`src/rtl/alu_issue_ctrl.sv`:
```
// alu_issue_ctrl
//   Issue-stage controller between the decoder and the ALU. Owns the ID/EX
//   pipeline register, forwards MEM/WB results into the ALU operands, inserts
//   a single bubble on a load-use hazard, squashes on redirect, and keeps a
//   saturating count of load-use bubble cycles.
//
// Ports
//   clk, rst                 clock, synchronous active-high reset
//   id_valid / id_ready      decoder handshake (id_ready is combinational)
//   id_op .. id_imm          decoded instruction fields and regfile values
//   ex_stall                 downstream wait, freezes the EX register
//   flush                    redirect, kills ID and EX contents
//   mem_* / wb_*             destination info of the MEM and WB stages
//   ex_valid .. ex_imm       registered fields to the ALU
//   ex_src1 / ex_src2        forwarded operands (mux after the register)
//   stall_cnt                saturating count of load-use bubble cycles

`ifndef ALU_OP_NUM
`define ALU_OP_NUM 12
`endif

module alu_issue_ctrl #(
  parameter int unsigned OP_W = `ALU_OP_NUM
) (
  input  logic            clk,
  input  logic            rst,

  input  logic            id_valid,
  output logic            id_ready,
  input  logic [OP_W-1:0] id_op,
  input  logic [4:0]      id_rd_id,
  input  logic            id_rd_we,
  input  logic [3:0]      id_mem_we,
  input  logic [4:0]      id_mem_re,
  input  logic [4:0]      id_rs1_id,
  input  logic [4:0]      id_rs2_id,
  input  logic            id_rs1_use,
  input  logic            id_rs2_use,
  input  logic [31:0]     id_src1,
  input  logic [31:0]     id_src2,
  input  logic [31:0]     id_imm,

  input  logic            ex_stall,
  input  logic            flush,

  input  logic [4:0]      mem_rd_id,
  input  logic            mem_rd_we,
  input  logic            mem_re_nz,
  input  logic [31:0]     mem_data,

  input  logic [4:0]      wb_rd_id,
  input  logic            wb_rd_we,
  input  logic [31:0]     wb_data,

  output logic            ex_valid,
  output logic [OP_W-1:0] ex_op,
  output logic [4:0]      ex_rd_id,
  output logic            ex_rd_we,
  output logic [3:0]      ex_mem_we,
  output logic [4:0]      ex_mem_re,
  output logic [31:0]     ex_imm,
  output logic [31:0]     ex_src1,
  output logic [31:0]     ex_src2,
  output logic [31:0]     stall_cnt
);

  // Contents of the ID/EX pipeline register.
  typedef struct packed {
    logic            valid;
    logic [OP_W-1:0] op;
    logic [4:0]      rd_id;
    logic            rd_we;
    logic [3:0]      mem_we;
    logic [4:0]      mem_re;
    logic [4:0]      rs1_id;
    logic            rs1_use;
    logic [4:0]      rs2_id;
    logic            rs2_use;
    logic [31:0]     src1;
    logic [31:0]     src2;
    logic [31:0]     imm;
  } ex_reg_t;

  // What the EX register does on the next edge (reset handled separately).
  typedef enum logic [1:0] {
    ISSUE_NORMAL,
    ISSUE_HAZARD,
    ISSUE_HOLD,
    ISSUE_FLUSH
  } issue_act_e;

  ex_reg_t    ex_q;
  ex_reg_t    ex_d;
  issue_act_e act;
  logic       hz;
  logic       rs1_hit;
  logic       rs2_hit;
  logic [31:0] stall_cnt_q;

  // Load-use hazard: EX holds a load whose destination ID wants to read.
  // x0 is excluded so a load to x0 never stalls.
  always_comb begin
    rs1_hit = id_rs1_use && (id_rs1_id == ex_q.rd_id);
    rs2_hit = id_rs2_use && (id_rs2_id == ex_q.rd_id);
    hz      = ex_q.valid && (ex_q.mem_re != '0) && (ex_q.rd_id != '0) &&
              id_valid && (rs1_hit || rs2_hit);
  end

  always_comb begin
    act = ISSUE_NORMAL;
    if (flush) begin
      act = ISSUE_FLUSH;
    end else if (ex_stall) begin
      act = ISSUE_HOLD;
    end else if (hz) begin
      act = ISSUE_HAZARD;
    end
  end

  // Flush accepts (and drops) whatever the decoder presents.
  always_comb begin
    id_ready = (act == ISSUE_NORMAL) || (act == ISSUE_FLUSH);
  end

  always_comb begin
    ex_d = ex_q;
    unique case (act)
      ISSUE_FLUSH:  ex_d = '0;
      ISSUE_HOLD:   ex_d = ex_q;
      ISSUE_HAZARD: ex_d = '0;
      ISSUE_NORMAL: begin
        if (id_valid) begin
          ex_d.valid   = 1'b1;
          ex_d.op      = id_op;
          ex_d.rd_id   = id_rd_id;
          ex_d.rd_we   = id_rd_we;
          ex_d.mem_we  = id_mem_we;
          ex_d.mem_re  = id_mem_re;
          ex_d.rs1_id  = id_rs1_id;
          ex_d.rs1_use = id_rs1_use;
          ex_d.rs2_id  = id_rs2_id;
          ex_d.rs2_use = id_rs2_use;
          ex_d.src1    = id_src1;
          ex_d.src2    = id_src2;
          ex_d.imm     = id_imm;
        end else begin
          ex_d = '0;
        end
      end
      default: ex_d = '0;
    endcase
  end

  always_ff @(posedge clk) begin
    if (rst) begin
      ex_q <= '0;
    end else begin
      ex_q <= ex_d;
    end
  end

  always_ff @(posedge clk) begin
    if (rst) begin
      stall_cnt_q <= '0;
    end else if ((act == ISSUE_HAZARD) && (stall_cnt_q != '1)) begin
      stall_cnt_q <= stall_cnt_q + 32'd1;
    end
  end

  // MEM beats WB; a load in MEM has no data yet, so it is skipped (the
  // hazard bubble guarantees the consumer picks it up from WB instead).
  function automatic logic [31:0] fwd_operand(
    input logic        use_op,
    input logic [4:0]  rs_id,
    input logic [31:0] stored
  );
    logic [31:0] val;
    val = stored;
    if (use_op && (rs_id != '0)) begin
      if (mem_rd_we && (mem_rd_id == rs_id) && !mem_re_nz) begin
        val = mem_data;
      end else if (wb_rd_we && (wb_rd_id == rs_id)) begin
        val = wb_data;
      end
    end
    return val;
  endfunction

  always_comb begin
    ex_src1 = fwd_operand(ex_q.rs1_use, ex_q.rs1_id, ex_q.src1);
    ex_src2 = fwd_operand(ex_q.rs2_use, ex_q.rs2_id, ex_q.src2);
  end

  always_comb begin
    ex_valid  = ex_q.valid;
    ex_op     = ex_q.op;
    ex_rd_id  = ex_q.rd_id;
    ex_rd_we  = ex_q.rd_we;
    ex_mem_we = ex_q.mem_we;
    ex_mem_re = ex_q.mem_re;
    ex_imm    = ex_q.imm;
    stall_cnt = stall_cnt_q;
  end

endmodule

```
`config.mk`:
```
export PLATFORM = sky130hd
export DESIGN_NAME = alu_issue_ctrl
export DESIGN_NICKNAME = d
export VERILOG_FILES = /design/src/rtl/alu_issue_ctrl.sv
export SDC_FILE = /design/constraint.sdc
export NUM_CORES = 1
export LEC_CHECK = 0
export CAP_MARGIN = 20
export CORE_MARGIN = 10
export CORE_UTILIZATION = 34
export DETAILED_ROUTE_END_ITERATION = 16
export DONT_BUFFER_PORTS = 1
export PLACE_DENSITY_LB_ADDON = 0.3
export SETUP_SLACK_MARGIN = 0.02
export SKIP_CTS_REPAIR_TIMING = 1
export SYNTH_ARGS = -nofsm -noshare
export SYNTH_HDL_FRONTEND = slang
export SYNTH_SLANG_ARGS = --single-unit
```
`constraint.sdc`:
```
create_clock -name clk -period 3.4 [get_ports clk]
set_input_delay 0.68 -clock clk [delete_from_list [all_inputs] [get_ports clk]]
set_output_delay 0.68 -clock clk [all_outputs]
set_load 0.03 [all_outputs]
```
==> impl_metrics.json, run 1 <==
{
  "status": "complete, no violations",
  "maxCapViolCount": 0,
  "routedWlPerCell_um": 23.14,
  "worstPathArrival_ps": 2490,
  "tightest_slew_ps": 751.9,
  "num_rows": 58,
  "synthTopCellsByArea": "dfxtp_1, a22oi_1, nor2_1",
  "start_util_pct": 34.36,
  "hold_viol_final": 0,
  "fin_crit_ps": 3167,
  "slew_headroom_pct": 49.87,
  "clk_latency_ps": 420,
  "clock-root-buffer": "clkbuf_16",
  "synth-edff-count": 0,
  "yosysSeqAreaShare_pct": 38.98,
  "avgSynthCellArea_sq_um": 8.040,
  "ys_ff_latch": 168,
  "grt_usage_pct": 18.81,
  "post-route-util_pct": 38.49,
  "hold_path.class": "in2reg",
  "whs_ps": 330.6,
  "grtUsageMet3_pct": 8.509,
  "final-setup-viol-count": 0,
  "portBuffers": 0,
  "area_growth_pct": 12.04,
  "grt_overflow": 0,
  "finalClockSkew_ps": 10.98,
  "routed_wl_mm": 31.99,
  "routed-via-count": 7961,
  "endpoint_kind": "output port",
  "place_hpwl_mm": 23.12,
  "reg2reg_depth": 11,
  "cp-start-kind": "flop",
  "power.leakage_uw": 0.003289,
  "grt_setup_unrepaired": "no",
  "grt_pass1_vias": 7669,
  "dieArea_sq_um": 32140,
  "path_clk_slew_ps": 70,
  "drt-initial-drc-count": 638,
  "antenna_found_initial": 5,
  "power.density_nw_per_um2": 428.5,
  "critPathBufInv": 2,
  "nNetsFinal": 1258,
  "worstPathMaxFanout": 64,
  "ant_nets": 0,
  "async_flop_share_pct": 0,
  "cpMostUsedCell": "buf_4",
  "drcViolationCount": 0,
  "met2_usage_pct": 30.53,
  "use_met1_pct": 21.68,
  "first_pass_iters": 5,
  "finalSetupTns_ps": 0,
  "via_per_inst": 5.760,
  "critPathKind": "reg2out",
  "max_freq_ghz": 0.3157,
  "crit_path_cell_trace": "or4_1, o21a_2, buf_4, nand4_1, o221ai_1, buf_4",
  "gp_congestion": 0.8933,
  "worst_path_max_delay_cell": "or4_1",
  "maxSlewViolCount": 0,
  "yosysTopAreaCellShare_pct": 38.98,
  "fp.dieH_um": 179.3,
  "clockBufferDepth": 2,
  "cpLargestDelayFamily": "simple AND/OR/NAND/NOR gates",
  "io_pins": 374,
  "crit_cells": 6,
  "cts_buffers": 17,
  "cts_tree": "yes",
  "cts_htree_levels": 4,
  "die_x_um": 179.3,
  "synth.cell_area_sq_um": 8627,
  "required_ps": 2720,
  "grt_pass1_wl_mm": 47.29,
  "crit_path_max_incr_delay_ps": 530,
  "ys_types": 47,
  "synth_most_common_cell": "dfxtp_1",
  "yosysWarnings": 0,
  "fin_crit_sh_pct": 93.16,
  "drive_gt1_share_pct": 13.70,
  "synth_top_cells_by_count": "dfxtp_1, nor2_1, a22oi_1",
  "clock-sinks": 168,
  "syn_inst": 1073,
  "busiest_layer": "met2",
  "coreArea_sq_um": 25110,
  "grt_max_degree": 173,
  "hold_depth": 1,
  "ys.flop_type": "dfxtp_1",
  "syn_nets": 1293,
  "yosysTopAreaCell": "dfxtp_1",
  "peakVddDrop_mv": 0.2896
}
[power by group]
part	switching (uW)	total [uW]	internal, uW
Sequential	24.9	2010	1980
Combinational	106	164	58.3
Clock	925	1970	1040
Total	1060	4140	3090
[sequential cells by signal, indices dropped and copies added (netlist names)]
signal     cells
stall_cnt     32
ex_op         12
ex_mem_we      4
ex_rd_we       1
ex_q          76
ex_valid       1
ex_mem_re      5
ex_rd_id       5
ex_imm        32
[path summary, 6_finish.rpt]
| kind | startpoint | slack [ps] | end |
|---|---|---|---|
| setup / recovery | ex_q[101] | 230 | ex_src2[23] |
| hold reg to reg | ex_q[60] | 510 | ex_q[60] |
| setup reg to reg | ex_rd_id[1] | 390 | stall_cnt[23] |
| hold / removal | rst | 330 | stall_cnt[12] |
[layout by cell type (no fill, tap or decap), types with 5 or more instances in the layout]
master and instances:
a22oi_1 135, nand4_1 73, inv_6 6, buf_12 7, and4_1 6, inv_1 68
nor4_1 7, o21ai_0 10, o221ai_1 64, nand2_1 83, xnor2_1 22, or4_1 9
nand3_1 11, clkbuf_16 17, and3_1 7, dfxtp_1 168, xor2_1 20, a21oi_1 15
or3_1 10, nor2_1 162, buf_4 91, nor2b_1 5
[cell families after synthesis]
family,Yosys count,share of synthesized area [%]
buffers and inverters,220,12.21
XOR/XNOR,42,4.264
adder cells (fa/ha/maj),3,0.4351
AND/OR/NAND/NOR,390,21.67
flip-flops,168,38.98
multiplexers,5,0.6381
AO/OA/AOI/OAI,245,21.80
[through the flow]
step / std cells / instance area (sq um) / setup slack (ps) / total power (uW)
after floorplan: 1073 / 8627 / 198.1 / 2206
after global placement: 1349 / 9082 / 79.42 / 2218
after detailed placement: 1349 / 9082 / 30.36 / 2220
after CTS: 1381 / 9663 / 219.5 / 4203
after global routing: 1381 / 9663 / 117.4 / 4303
final: 1382 / 9666 / 232.7 / 4142
[final cells by class]
| cell class | instances | area, sq um |
|---|---|---|
| fill | 2656 | 15440 |
| multi-input combinational | 685 | 4228 |
| sequential | 168 | 3363 |
| timing repair buffer | 98 | 823.3 |
| clock buffer | 17 | 425.4 |
| tap | 330 | 412.9 |
| inverter | 68 | 255.2 |
| clock inverter | 15 | 155.1 |
| antenna | 1 | 2.502 |
[layer usage]
| layer | up-vias | share of wire (%) |
|---|---|---|
| met5 | - | 0.15 |
| met1 | 3785 | 39 |
| met2 | 374 | 47 |
| li1 | 3742 | - |
| met3 | 54 | 12 |
| met4 | 6 | 2.2 |
Note: power is estimated with default switching activity, not from simulation.
==> run 2: changes to the inputs <==
--- a/config.mk
+++ b/config.mk
@@ -8,6 +8,7 @@
 export CAP_MARGIN = 20
 export CORE_MARGIN = 10
 export CORE_UTILIZATION = 34
+export CTS_BUF_LIST = sky130_fd_sc_hd__clkbuf_16
 export DETAILED_ROUTE_END_ITERATION = 16
 export DONT_BUFFER_PORTS = 1
 export PLACE_DENSITY_LB_ADDON = 0.3
==> results of run 2 <==
No change in the layout: final DEF, timing and power equal those of run 1.
==> run 3: changes to the inputs <==
--- a/config.mk
+++ b/config.mk
@@ -7,10 +7,11 @@
 export LEC_CHECK = 0
 export CAP_MARGIN = 20
 export CORE_MARGIN = 10
-export CORE_UTILIZATION = 34
+export CORE_UTILIZATION = 29
 export CTS_BUF_LIST = sky130_fd_sc_hd__clkbuf_16
 export DETAILED_ROUTE_END_ITERATION = 16
 export DONT_BUFFER_PORTS = 1
+export HOLD_SLACK_MARGIN = 0.02
 export PLACE_DENSITY_LB_ADDON = 0.3
 export SETUP_SLACK_MARGIN = 0.02
 export SKIP_CTS_REPAIR_TIMING = 1
==> run 3 against run 2 <==
Clock skew fell by 0.96 ps; utilization fell by 5.3 points; non-clock buffer count rose by 2; count of clock-buffer cells in the layout did not move; sequential share of layout area fell by 0.46 points; highest routed layer unchanged; global-route usage fell by 2.5 points; critical endpoint is now ex_src2[29]; combinational power barely moved.
==> impl_metrics.json, run 3 (synthesis results as in run 1) <==
{
  "gp_congestion": 0.8247,
  "cts_tree": "yes",
  "cts_htree_levels": 4,
  "layout_commonest_cell": "dfxtp_1",
  "nNetsFinal": 1260,
  "fin_ws_ps": 157.1,
  "worstPathArrival_ps": 2560,
  "maxSlewViolCount": 0,
  "drive_gt1_share_pct": 13.30,
  "drcViolationCount": 0,
  "path_clk_slew_ps": 70,
  "slew_headroom_pct": 51.38,
  "grt_overflow": 0,
  "mostFrequentLayoutCells": "dfxtp_1, nor2_1, a22oi_1, buf_4, nand2_1",
  "routedWlPerCell_um": 22.35,
  "r2r-start": "ex_rd_id[1]",
  "routed_wl_mm": 32.29,
  "start_util_pct": 29.26,
  "grt_setup_unrepaired": "no",
  "fin_crit_ps": 3243,
  "grt_pass1_vias": 7693,
  "clock-sinks": 168,
  "grt_usage_pct": 16.27,
  "cp-start-kind": "flop",
  "coreArea_sq_um": 29480,
  "drt-initial-drc-count": 474,
  "reg2reg_depth": 11,
  "status": "complete, no violations",
  "endpoint_kind": "output port",
  "peakVddDrop_mv": 0.2212,
  "clk_latency_ps": 420,
  "io_pins": 374,
  "power.leakage_uw": 0.003313,
  "grt_pass1_wl_mm": 47.30,
  "hold_viol_final": 0,
  "finalClockSkew_ps": 10.03,
  "power.density_nw_per_um2": 424.0,
  "largest_register_ffs": 76,
  "required_ps": 2720,
  "first_pass_iters": 5,
  "final-setup-viol-count": 0,
  "worstPathMaxFanout": 62,
  "hp-start": "rst",
  "place_hpwl_mm": 23.49,
  "top_register": "ex_q",
  "cts_buffers": 17,
  "ant_nets": 0,
  "maxCapViolCount": 0,
  "max_freq_ghz": 0.3084,
  "fp.dieH_um": 192.5,
  "critPathLaunch": "ex_q[101]",
  "critPathKind": "reg2out",
  "hold_depth": 1,
  "via_per_inst": 5.513,
  "routed-via-count": 7966,
  "num_rows": 63,
  "clock-root-buffer": "clkbuf_16",
  "clockBufferDepth": 2,
  "grt_max_degree": 173,
  "dpl_worst_slack_ps": 110.1,
  "area_growth_pct": 13.55,
  "tightest_slew_ps": 729.2,
  "die_x_um": 192.5,
  "hold_path.class": "in2reg",
  "dieArea_sq_um": 37050,
  "portBuffers": 0,
  "antenna_found_initial": 4,
  "finalSetupTns_ps": 0,
  "fin_crit_sh_pct": 95.38
}
[run 3: routing by layer]
metal	wire, um	global-route usage [%]	share of wire [%]	vias to the layer above
met5	34	0	0.11	-
met4	746	5.277	2.3	4
met3	3846	7.553	12	35
met2	14980	26.29	46	341
met1	12680	18.68	39	3842
li1	-	-	-	3744
[run 3: path summary, 6_finish.rpt]
check	end	slack (ps)
setup reg to reg	stall_cnt[23]	380
hold reg to reg	ex_q[63]	510
setup / recovery	ex_src2[29]	160
hold / removal	ex_mem_we[3]	320
[run 3: critical path, stage by stage, from the launching register on]
cell      delay [ps]
dfxtp_1          360
or4_1            550
o21a_2           260
buf_4            330
nand4_1          190
o221ai_1         160
buf_4            230
[run 3: cell type report]
class                      count  area, sq um
multi-input combinational    685         4234
inverter                      68        255.2
timing repair buffer         100        863.3
fill                        3099        19690
antenna                        2        5.005
clock inverter                15        161.4
sequential                   168         3363
clock buffer                  17        425.4
tap                          390        488.0
[run 3: through the flow]
step / area (sq um) / instances / hold slack (ps) / total power [uW] / utilization, %
floorplan: 8627 / 1073 / 477.1 / 2206 / -
global placement: 9178 / 1410 / 490.0 / 2219 / 31.13
detailed placement: 9198 / 1411 / 498.1 / 2222 / 31.20
CTS: 9784 / 1443 / 304.1 / 4224 / 33.19
global route: 9791 / 1443 / 304.6 / 4314 / 33.21
finish: 9796 / 1445 / 320.5 / 4154 / 33.23
[run 3: where the power goes]
group | switching (uW) | internal, uW | total [uW]
Sequential | 24.5 | 1980 | 2010
Combinational | 106 | 59.9 | 166
Clock | 832 | 1150 | 1980
